`src/rtl/bsg_fpu_add_sub_arbiter.sv`:
```
// Round-robin front end that shares one in-order pipelined FP add/sub unit among num_req_p requesters.
// A tag FIFO remembers who issued each in-flight op so results and flags go back to the right requester.
module bsg_fpu_add_sub_arbiter
  #(parameter int e_p       = 8
   ,parameter int m_p       = 23
   ,parameter int num_req_p = 4
   ,parameter int els_p     = 4
   )
   (input  logic                                    clk_i
   ,input  logic                                    reset_i

   ,input  logic [num_req_p-1:0]                    v_i
   ,input  logic [num_req_p*(e_p+m_p+1)-1:0]        a_i
   ,input  logic [num_req_p*(e_p+m_p+1)-1:0]        b_i
   ,input  logic [num_req_p-1:0]                    sub_i
   ,output logic [num_req_p-1:0]                    ready_o

   ,output logic [num_req_p-1:0]                    v_o
   ,output logic [e_p+m_p:0]                        z_o
   ,output logic [3:0]                              flags_o
   ,input  logic [num_req_p-1:0]                    yumi_i

   ,output logic                                    fpu_v_o
   ,output logic [e_p+m_p:0]                        fpu_a_o
   ,output logic [e_p+m_p:0]                        fpu_b_o
   ,output logic                                    fpu_sub_o
   ,output logic                                    fpu_en_o
   ,input  logic                                    fpu_ready_i
   ,input  logic                                    fpu_v_i
   ,input  logic [e_p+m_p:0]                        fpu_z_i
   ,input  logic [3:0]                              fpu_flags_i
   ,output logic                                    fpu_yumi_o

   ,output logic                                    error_o
   );

   localparam int w_lp     = e_p + m_p + 1;
   localparam int tag_w_lp = (num_req_p > 1) ? $clog2(num_req_p) : 1;
   localparam int ptr_w_lp = (els_p > 1) ? $clog2(els_p) : 1;
   localparam int cnt_w_lp = $clog2(els_p + 1);

   logic [tag_w_lp-1:0] tags_r [els_p];
   logic [ptr_w_lp-1:0] rd_ptr_r, wr_ptr_r;
   logic [cnt_w_lp-1:0] count_r;
   logic [tag_w_lp-1:0] rr_ptr_r;
   logic                error_r;

   logic [num_req_p-1:0] v_rot;
   logic [tag_w_lp:0]    grant_ofs, grant_sum;
   logic [tag_w_lp-1:0]  grant_idx;
   logic                 grant_v;
   logic                 can_issue;
   logic                 issue;
   logic [tag_w_lp-1:0]  head_tag;
   logic                 not_empty;
   logic                 res_v;
   logic                 deq;
   logic                 err_now;

   // Rotate requests so the search starts at rr_ptr_r; lowest set bit wins.
   always_comb begin
      v_rot     = num_req_p'({v_i, v_i} >> rr_ptr_r);
      grant_ofs = '0;
      for (int i = num_req_p-1; i >= 0; i--) begin
         if (v_rot[i]) grant_ofs = (tag_w_lp+1)'(i);
      end
      grant_sum = grant_ofs + {1'b0, rr_ptr_r};
      if (grant_sum >= (tag_w_lp+1)'(num_req_p))
         grant_idx = tag_w_lp'(grant_sum - (tag_w_lp+1)'(num_req_p));
      else
         grant_idx = grant_sum[tag_w_lp-1:0];
   end

   assign grant_v   = |v_i;
   assign can_issue = fpu_ready_i & (count_r < cnt_w_lp'(els_p)) & ~reset_i;
   assign issue     = can_issue & grant_v;

   assign ready_o   = issue ? ({{(num_req_p-1){1'b0}}, 1'b1} << grant_idx) : '0;
   assign fpu_v_o   = issue;
   assign fpu_a_o   = a_i[grant_idx*w_lp +: w_lp];
   assign fpu_b_o   = b_i[grant_idx*w_lp +: w_lp];
   assign fpu_sub_o = sub_i[grant_idx];
   assign fpu_en_o  = 1'b1;

   assign head_tag   = tags_r[rd_ptr_r];
   assign not_empty  = (count_r != '0);
   assign res_v      = fpu_v_i & not_empty & ~reset_i;
   assign v_o        = res_v ? ({{(num_req_p-1){1'b0}}, 1'b1} << head_tag) : '0;
   assign z_o        = fpu_z_i;
   assign flags_o    = fpu_flags_i;
   assign fpu_yumi_o = res_v & yumi_i[head_tag];
   assign deq        = fpu_yumi_o;

   // A result with nothing outstanding, or a yumi on a lane that has no result.
   assign err_now = (fpu_v_i & ~not_empty) | (|(yumi_i & ~v_o));
   assign error_o = error_r;

   always_ff @(posedge clk_i or posedge reset_i) begin
      if (reset_i) begin
         rd_ptr_r <= '0;
         wr_ptr_r <= '0;
         count_r  <= '0;
         rr_ptr_r <= '0;
         error_r  <= 1'b0;
      end else begin
         if (issue) begin
            wr_ptr_r <= (wr_ptr_r == ptr_w_lp'(els_p-1)) ? '0 : wr_ptr_r + 1'b1;
            rr_ptr_r <= (grant_idx == tag_w_lp'(num_req_p-1)) ? '0 : grant_idx + 1'b1;
         end
         if (deq)
            rd_ptr_r <= (rd_ptr_r == ptr_w_lp'(els_p-1)) ? '0 : rd_ptr_r + 1'b1;
         case ({issue, deq})
            2'b10:   count_r <= count_r + 1'b1;
            2'b01:   count_r <= count_r - 1'b1;
            default: count_r <= count_r;
         endcase
         if (err_now)
            error_r <= 1'b1;
      end
   end

   // Tag storage needs no reset: entries are only read while count_r is nonzero.
   always_ff @(posedge clk_i) begin
      if (issue)
         tags_r[wr_ptr_r] <= grant_idx;
   end

endmodule

```
`config.mk`:
```
export PLATFORM = sky130hd
export DESIGN_NAME = bsg_fpu_add_sub_arbiter
export DESIGN_NICKNAME = d
export VERILOG_FILES = /design/src/rtl/bsg_fpu_add_sub_arbiter.sv
export SDC_FILE = /design/constraint.sdc
export NUM_CORES = 1
export LEC_CHECK = 0
export BUFFER_PORTS_ARGS = -buffer_cell sky130_fd_sc_hd__buf_2
export CELL_PAD_IN_SITES_DETAIL_PLACEMENT = 1
export CELL_PAD_IN_SITES_GLOBAL_PLACEMENT = 1
export CORE_AREA = 2 2 165 167
export DETAILED_ROUTE_END_ITERATION = 6
export DIE_AREA = 0 0 167 169
export PLACE_DENSITY_LB_ADDON = 0.1
export SYNTH_ARGS = -nofsm -noshare
export SYNTH_HDL_FRONTEND = slang
export SYNTH_SLANG_ARGS = --single-unit
```
`constraint.sdc`:
```
create_clock -name clk_i -period 10.4 [get_ports clk_i]
set_input_delay 1.04 -clock clk_i [delete_from_list [all_inputs] [get_ports clk_i]]
set_output_delay 1.04 -clock clk_i [all_outputs]
set_load 0.005 [all_outputs]
```
### Yosys cells after proc, flatten, opt, wreduce, memory -nomap -nowiden

Memories as Yosys holds them, arrays and structs flattened.
Index checks and enable logic that the tools add are counted.

* register bits: 10
* input bits: 308
* memories: 1
* memory bits (writable): 8

* shift-type cells: 5
* equality and inequality tests: 5
* $add $sub $neg: 7
* bitwise operators: 12
* mux-type cells: 17
* reductions and logical operators: 4
* magnitude comparators: 4

Memories
* tags_r: depth 4, width 2, read ports 1, clocked after Yosys merged registers in 0, wr ports 1, line 42 `logic [tag_w_lp-1:0] tags_r [els_p];`

Operators with widths (number)
* $shiftx A128 B8 Y32: 2
* $mux W2: 5
* $mux W3: 3
* $eq A2 B2 Y1 const B: 4
* $mux W4: 2
* $reduce_or A4 Y1: 2
* $shl A1 B2 Y4 const A: 2
* $shr A8 B2 Y4: 1
* $and A1 B1 Y1: 7
* $add A2 B1 Y2 const B: 3
* $lt A2 B3 Y1 const B: 2
* $pmux W3 S2: 1
* $and A4 B4 Y4: 1
* $bmux W1 S2: 2
* $mux W1: 4
* $not A4 Y4: 1
* $add A3 B1 Y3 const B: 1
* $add A3 B2 Y3: 1
* $ge A3 B3 Y1 const B: 1
* $lt A3 B3 Y1 const B: 1
* $reduce_bool A3 Y1: 1
* $sub A3 B1 Y3 const B: 1
* $eq A2 B1 Y1 const B: 1
* $not A1 Y1: 2
* other kinds (3): 3

### Depth between registers and ports, before layout

* depth after elaboration: 10
* depth in mapped cells: 12
* depth with buffers taken out: 11

### Worst setup path before layout

OpenSTA, ideal clock, no wires.

* kind: input-to-output
* start point: input port v_i[3]
* end point: output port fpu_a_o[27]
* buffers on the path: 3
* data arrival time: 3.533 ns
* stages: 10
* required time: 9.360 ns
* path slack: 5.827 ns
* cells stage by stage: inv_1 -> nand3_1 -> o311ai_0 -> o21ai_0 -> o221ai_1 -> ha_1 -> clkbuf_1 -> clkbuf_1 -> buf_1 -> mux4_2

* cells in the longest elaborated chain, start to end: 9
* elaborated cells between the ends (all ways): 10

RTL lines
* start, declared: line 12 `,input logic [num_req_p-1:0] v_i`
* $shr A8 B2 Y4 (*): line 62 `v_rot = num_req_p'({v_i, v_i} >> rr_ptr_r);`
* $mux W2: line 65 `if (v_rot[i]) grant_ofs = (tag_w_lp+1)'(i);`
* $mux W3 (2 in a row): line 65
* $mux W3 (*): line 65
* $add A3 B2 Y3 (*): line 67 `grant_sum = grant_ofs + {1'b0, rr_ptr_r};`
* $ge A3 B3 Y1 or $sub A2 B1 Y2 (tied branches): line 68, 69
* $mux W2 (*): line 68 `if (grant_sum >= (tag_w_lp+1)'(num_req_p))`
* via grant_idx[0]: line 50 `logic [tag_w_lp-1:0] grant_idx;`
* $shiftx A128 B8 Y32 (*): line 80 `assign fpu_a_o = a_i[grant_idx*w_lp +: w_lp];`
* end, declared: line 24 `,output logic [e_p+m_p:0] fpu_a_o`

The timed path passes the listed nets; every way through them passes the cells marked *.

### Final worst setup path

* start point: input port v_i[3]
* end point: output port fpu_b_o[27]

* cells in the longest elaborated chain, start to end: 9
* elaborated cells between the ends (all ways): 10

RTL lines
* $shr A8 B2 Y4 (*): line 62
* $mux W2: line 65
* $mux W3 (2 in a row): line 65
* $mux W3 (*): line 65
* $add A3 B2 Y3 (*): line 67
* $ge A3 B3 Y1 or $sub A2 B1 Y2 (tied branches): line 68, 69
* $mux W2 (*): line 68
* via grant_idx[0]: line 50
* $shiftx A128 B8 Y32 (*): line 81 `assign fpu_b_o = b_i[grant_idx*w_lp +: w_lp];`
* end, declared: line 25 `,output logic [e_p+m_p:0] fpu_b_o`

Marked as above.

==> summary.txt <==
Status
  – Status: finished clean

Layout
  – Most frequent cells in the layout: 347 x buf_2, 67 x mux4_2, 11 x nor2_1, 11 x inv_1, 10 x dfrtp_1
  – Design area: 0.004918 mm²
  – Share of cells above drive strength 1: 79.89%
  – Nets: 851
  – Layout area overhead: 63.93%
  – Commonest non-fill, non-tap cell in the layout: buf_2

Power
  – Combinational share of power: 87.0%
  – Clk pwr share: 4.8%
  – Sw power: 719.5 µW
  – LEAKAGE: 2.335 nW
  – Switching share of power: 44.50%
  – Max VDD drop: 138.5 µV
  – Reg power frac: 8.1%
  – Internal: 897.3 µW
  – Pwr dens: 328.7 mW/mm²

Timing
  – Period utilization: 47.89%
  – PnR worst setup slack: 5.420 ns
  – Fin. max-slew vios: 0
  – Max Freq: 0.2008 GHz
  – Rel. slew slack: 42.62%
  – RSZ-0062 raised after global routing: no
  – Tmin final: 4.980 ns
  – WHS: 0.4998 ns
  – Final Hold Fails: 0
  – Worst slew pin tran: 0.8607 ns
  – Skew final: 0.002935 ns
  – Setup TNS: 0 ns
  – # setup viols final: 0

Clock network
  – Clock Sink Count: 18
  – Clock buffer depth: 2
  – Cts bufs inserted: 3
  – Setup Fix Bufs, Post-CTS: 0
  – Worst-Skew Late Latency: 0.25 ns
  – Clock transition at path regs: 0.05 ns
  – CTS resizes: 0
  – H-tree levels: 1
  – Hold buffer count at CTS: 0
  – CTS tree: yes
  – CTS root buf: clkbuf_16

Synthesis
  – Sequential share of the synthesized area: 16.35%
  – Cell variety after synth: 38
  – Mapped Avg Cell Area: 12.88 µm²
  – Mapped Area: 0.003000 mm²
  – Post-Synthesis Cells: 233
  – Synth warn: 0
  – Flop and latch count out of synthesis: 18
  – Post-Syn Nets: 551

GRT
  – Total track usage: 12.03%
  – Initial antenna violation count: 8
  – Largest net degree at the start of global routing: 45
  – First-pass GRT wire length: 25140 µm
  – Vias in the first global route: 3808
  – Aggregate global routing overflow: 0

Placed design
  – Placed cell area: 0.004832 mm²
  – IO Port Bufs: 347
  – Setup WS pre-CTS: 5.211 ns
  – Post-DP HPWL: 16600 µm
  – Gpl congestion: 0.8809

Die
  – Die Wd: 167 µm
  – Starting density of the core: 11.32%
  – Row Count: 60
  – Die H: 169 µm
  – Core area: 0.02650 mm²
  – Top Ports: 421
  – Die area: 0.02822 mm²

Run
  – Max-cap viol count: 0

Drt
  – DRT iter0 DRCs: 69
  – Via density: 3.853
  – Final ANT Viol Nets: 0
  – Drc violations: 0
  – Via Count: 3375
  – DRT Wirelength: 18370 µm
  – Total iterations of the first detailed-routing run: 4
  – Wire per inst: 20.97 µm

Worst setup path
  – Critical path required time: 9.36 ns
  – Setup crit start kind: primary input
  – Critical Path Fanout Max: 44
  – Crit. End Element: primary output
  – Worst Path Class, Setup: primary input to primary output
  – Crit path DAT: 3.94 ns

Min path
  – Hold WC Path Type: register to register
## registers in the layout, indices dropped and copies added, names as in the netlist
signal and cells:
tags_r 8, count_r 3, rd_ptr_r 2, rr_ptr_r 2
wr_ptr_r 2, error_o 1
## metrics by stage
stage          total power, mW  std cells  utilization [%]
3_5_place_dp             1.605        869            18.23
3_3_place_gp             1.591        869            18.23
4_1_cts                  1.688        873            18.53
2_1_floorplan            1.037        233                -
5_1_grt                  1.753        873            18.53
6_report                 1.617        876            18.56
## final timing paths
kind	slack [ns]	start	cells past startpoint	to
min	0.50	error_o	2	error_o
min reg2reg	0.50	error_o	2	error_o
max in group asynchronous	9.29	reset_i	2	wr_ptr_r[1]
max reg2reg	7.71	rd_ptr_r[0]	10	count_r[2]
min in group asynchronous	0.81	reset_i	2	error_o
max	5.42	v_i[3]	10	fpu_b_o[27]
## cells by family (layout without fill, tap and decap cells)
family          after synthesis  after routing  synth area share [%]
mux                          73             73                 52.38
buf+inv                      66            365                 13.84
simple gates                 42             42                 7.131
flops                        18             18                 16.35
compound gates               17             17                 4.004
fa+ha+maj                    10             10                 4.420
xor+xnor                      6              6                 1.751
other cells                   1              4                0.1250
## metal layers
layer	up-vias	wire, µm	GRT usage [%]
met5	-	69	0
met2	183	10540	24.28
met3	21	1485	4.162
met4	10	145	1.162
li1	1500	-	-
met1	1661	6127	12.19
## power by group through the flow
stage	Clock, mW	Combinational (mW)	Sequential (mW)
floorplan	0	0.917	0.120
global placement	0	1.46	0.133
detailed placement	0	1.47	0.133
CTS	0.0797	1.48	0.133
global route	0.0825	1.53	0.137
finish	0.0781	1.41	0.132
## synth_stat cells
library cell / count / share of area, %
nand4bb_1: 1 / 0.38
or4_1: 1 / 0.25
nor2_1: 11 / 1.4
and2_1: 6 / 1.3
clkbuf_1: 9 / 1.1
nor2b_1: 2 / 0.42
nand2b_1: 2 / 0.42
o21ai_0: 5 / 0.83
edfxtp_1: 8 / 8.0
buf_1: 1 / 0.12
nor3b_1: 1 / 0.25
or3_1: 3 / 0.63
o2111ai_1: 1 / 0.29
buf_4: 37 / 9.3
fa_1: 1 / 0.67
xor2_1: 2 / 0.58
a21oi_1: 2 / 0.33
conb_1: 1 / 0.12
a31oi_1: 1 / 0.21
o22ai_1: 1 / 0.21
mux2i_1: 4 / 1.3
buf_6: 3 / 1.1
o21a_1: 2 / 0.50
o31ai_1: 1 / 0.25
nand2_1: 8 / 1.0
dfrtp_1: 10 / 8.3
nor3_1: 5 / 0.83
inv_1: 11 / 1.4
mux2_2: 2 / 0.75
mux4_2: 67 / 50
xnor2_1: 4 / 1.2
nand3_1: 2 / 0.33
o221ai_1: 1 / 0.29
ha_1: 9 / 3.8
o211ai_1: 1 / 0.25
o311ai_0: 1 / 0.29
o311ai_2: 1 / 0.54
buf_2: 5 / 0.83
## final cells by class
type | count | area, µm²
antenna | 3 | 7.507
clock buffer | 3 | 75.07
clock inverter | 1 | 3.754
fill | 3178 | 21580
inverter | 11 | 41.29
multi-input combinational | 149 | 2115
sequential | 18 | 490.5
tap | 341 | 426.7
timing repair buffer | 350 | 1759
## worst max-delay path: stages
cell and delay, ns:
buf_2 0.11, inv_1 0.08, nand3_1 0.07, o311ai_0 0.12, o21ai_0 0.10, o221ai_1 0.18
ha_4 0.65, buf_4 0.78, mux4_2 0.62, buf_2 0.15
No activity file was read; power rests on OpenSTA's default activity.
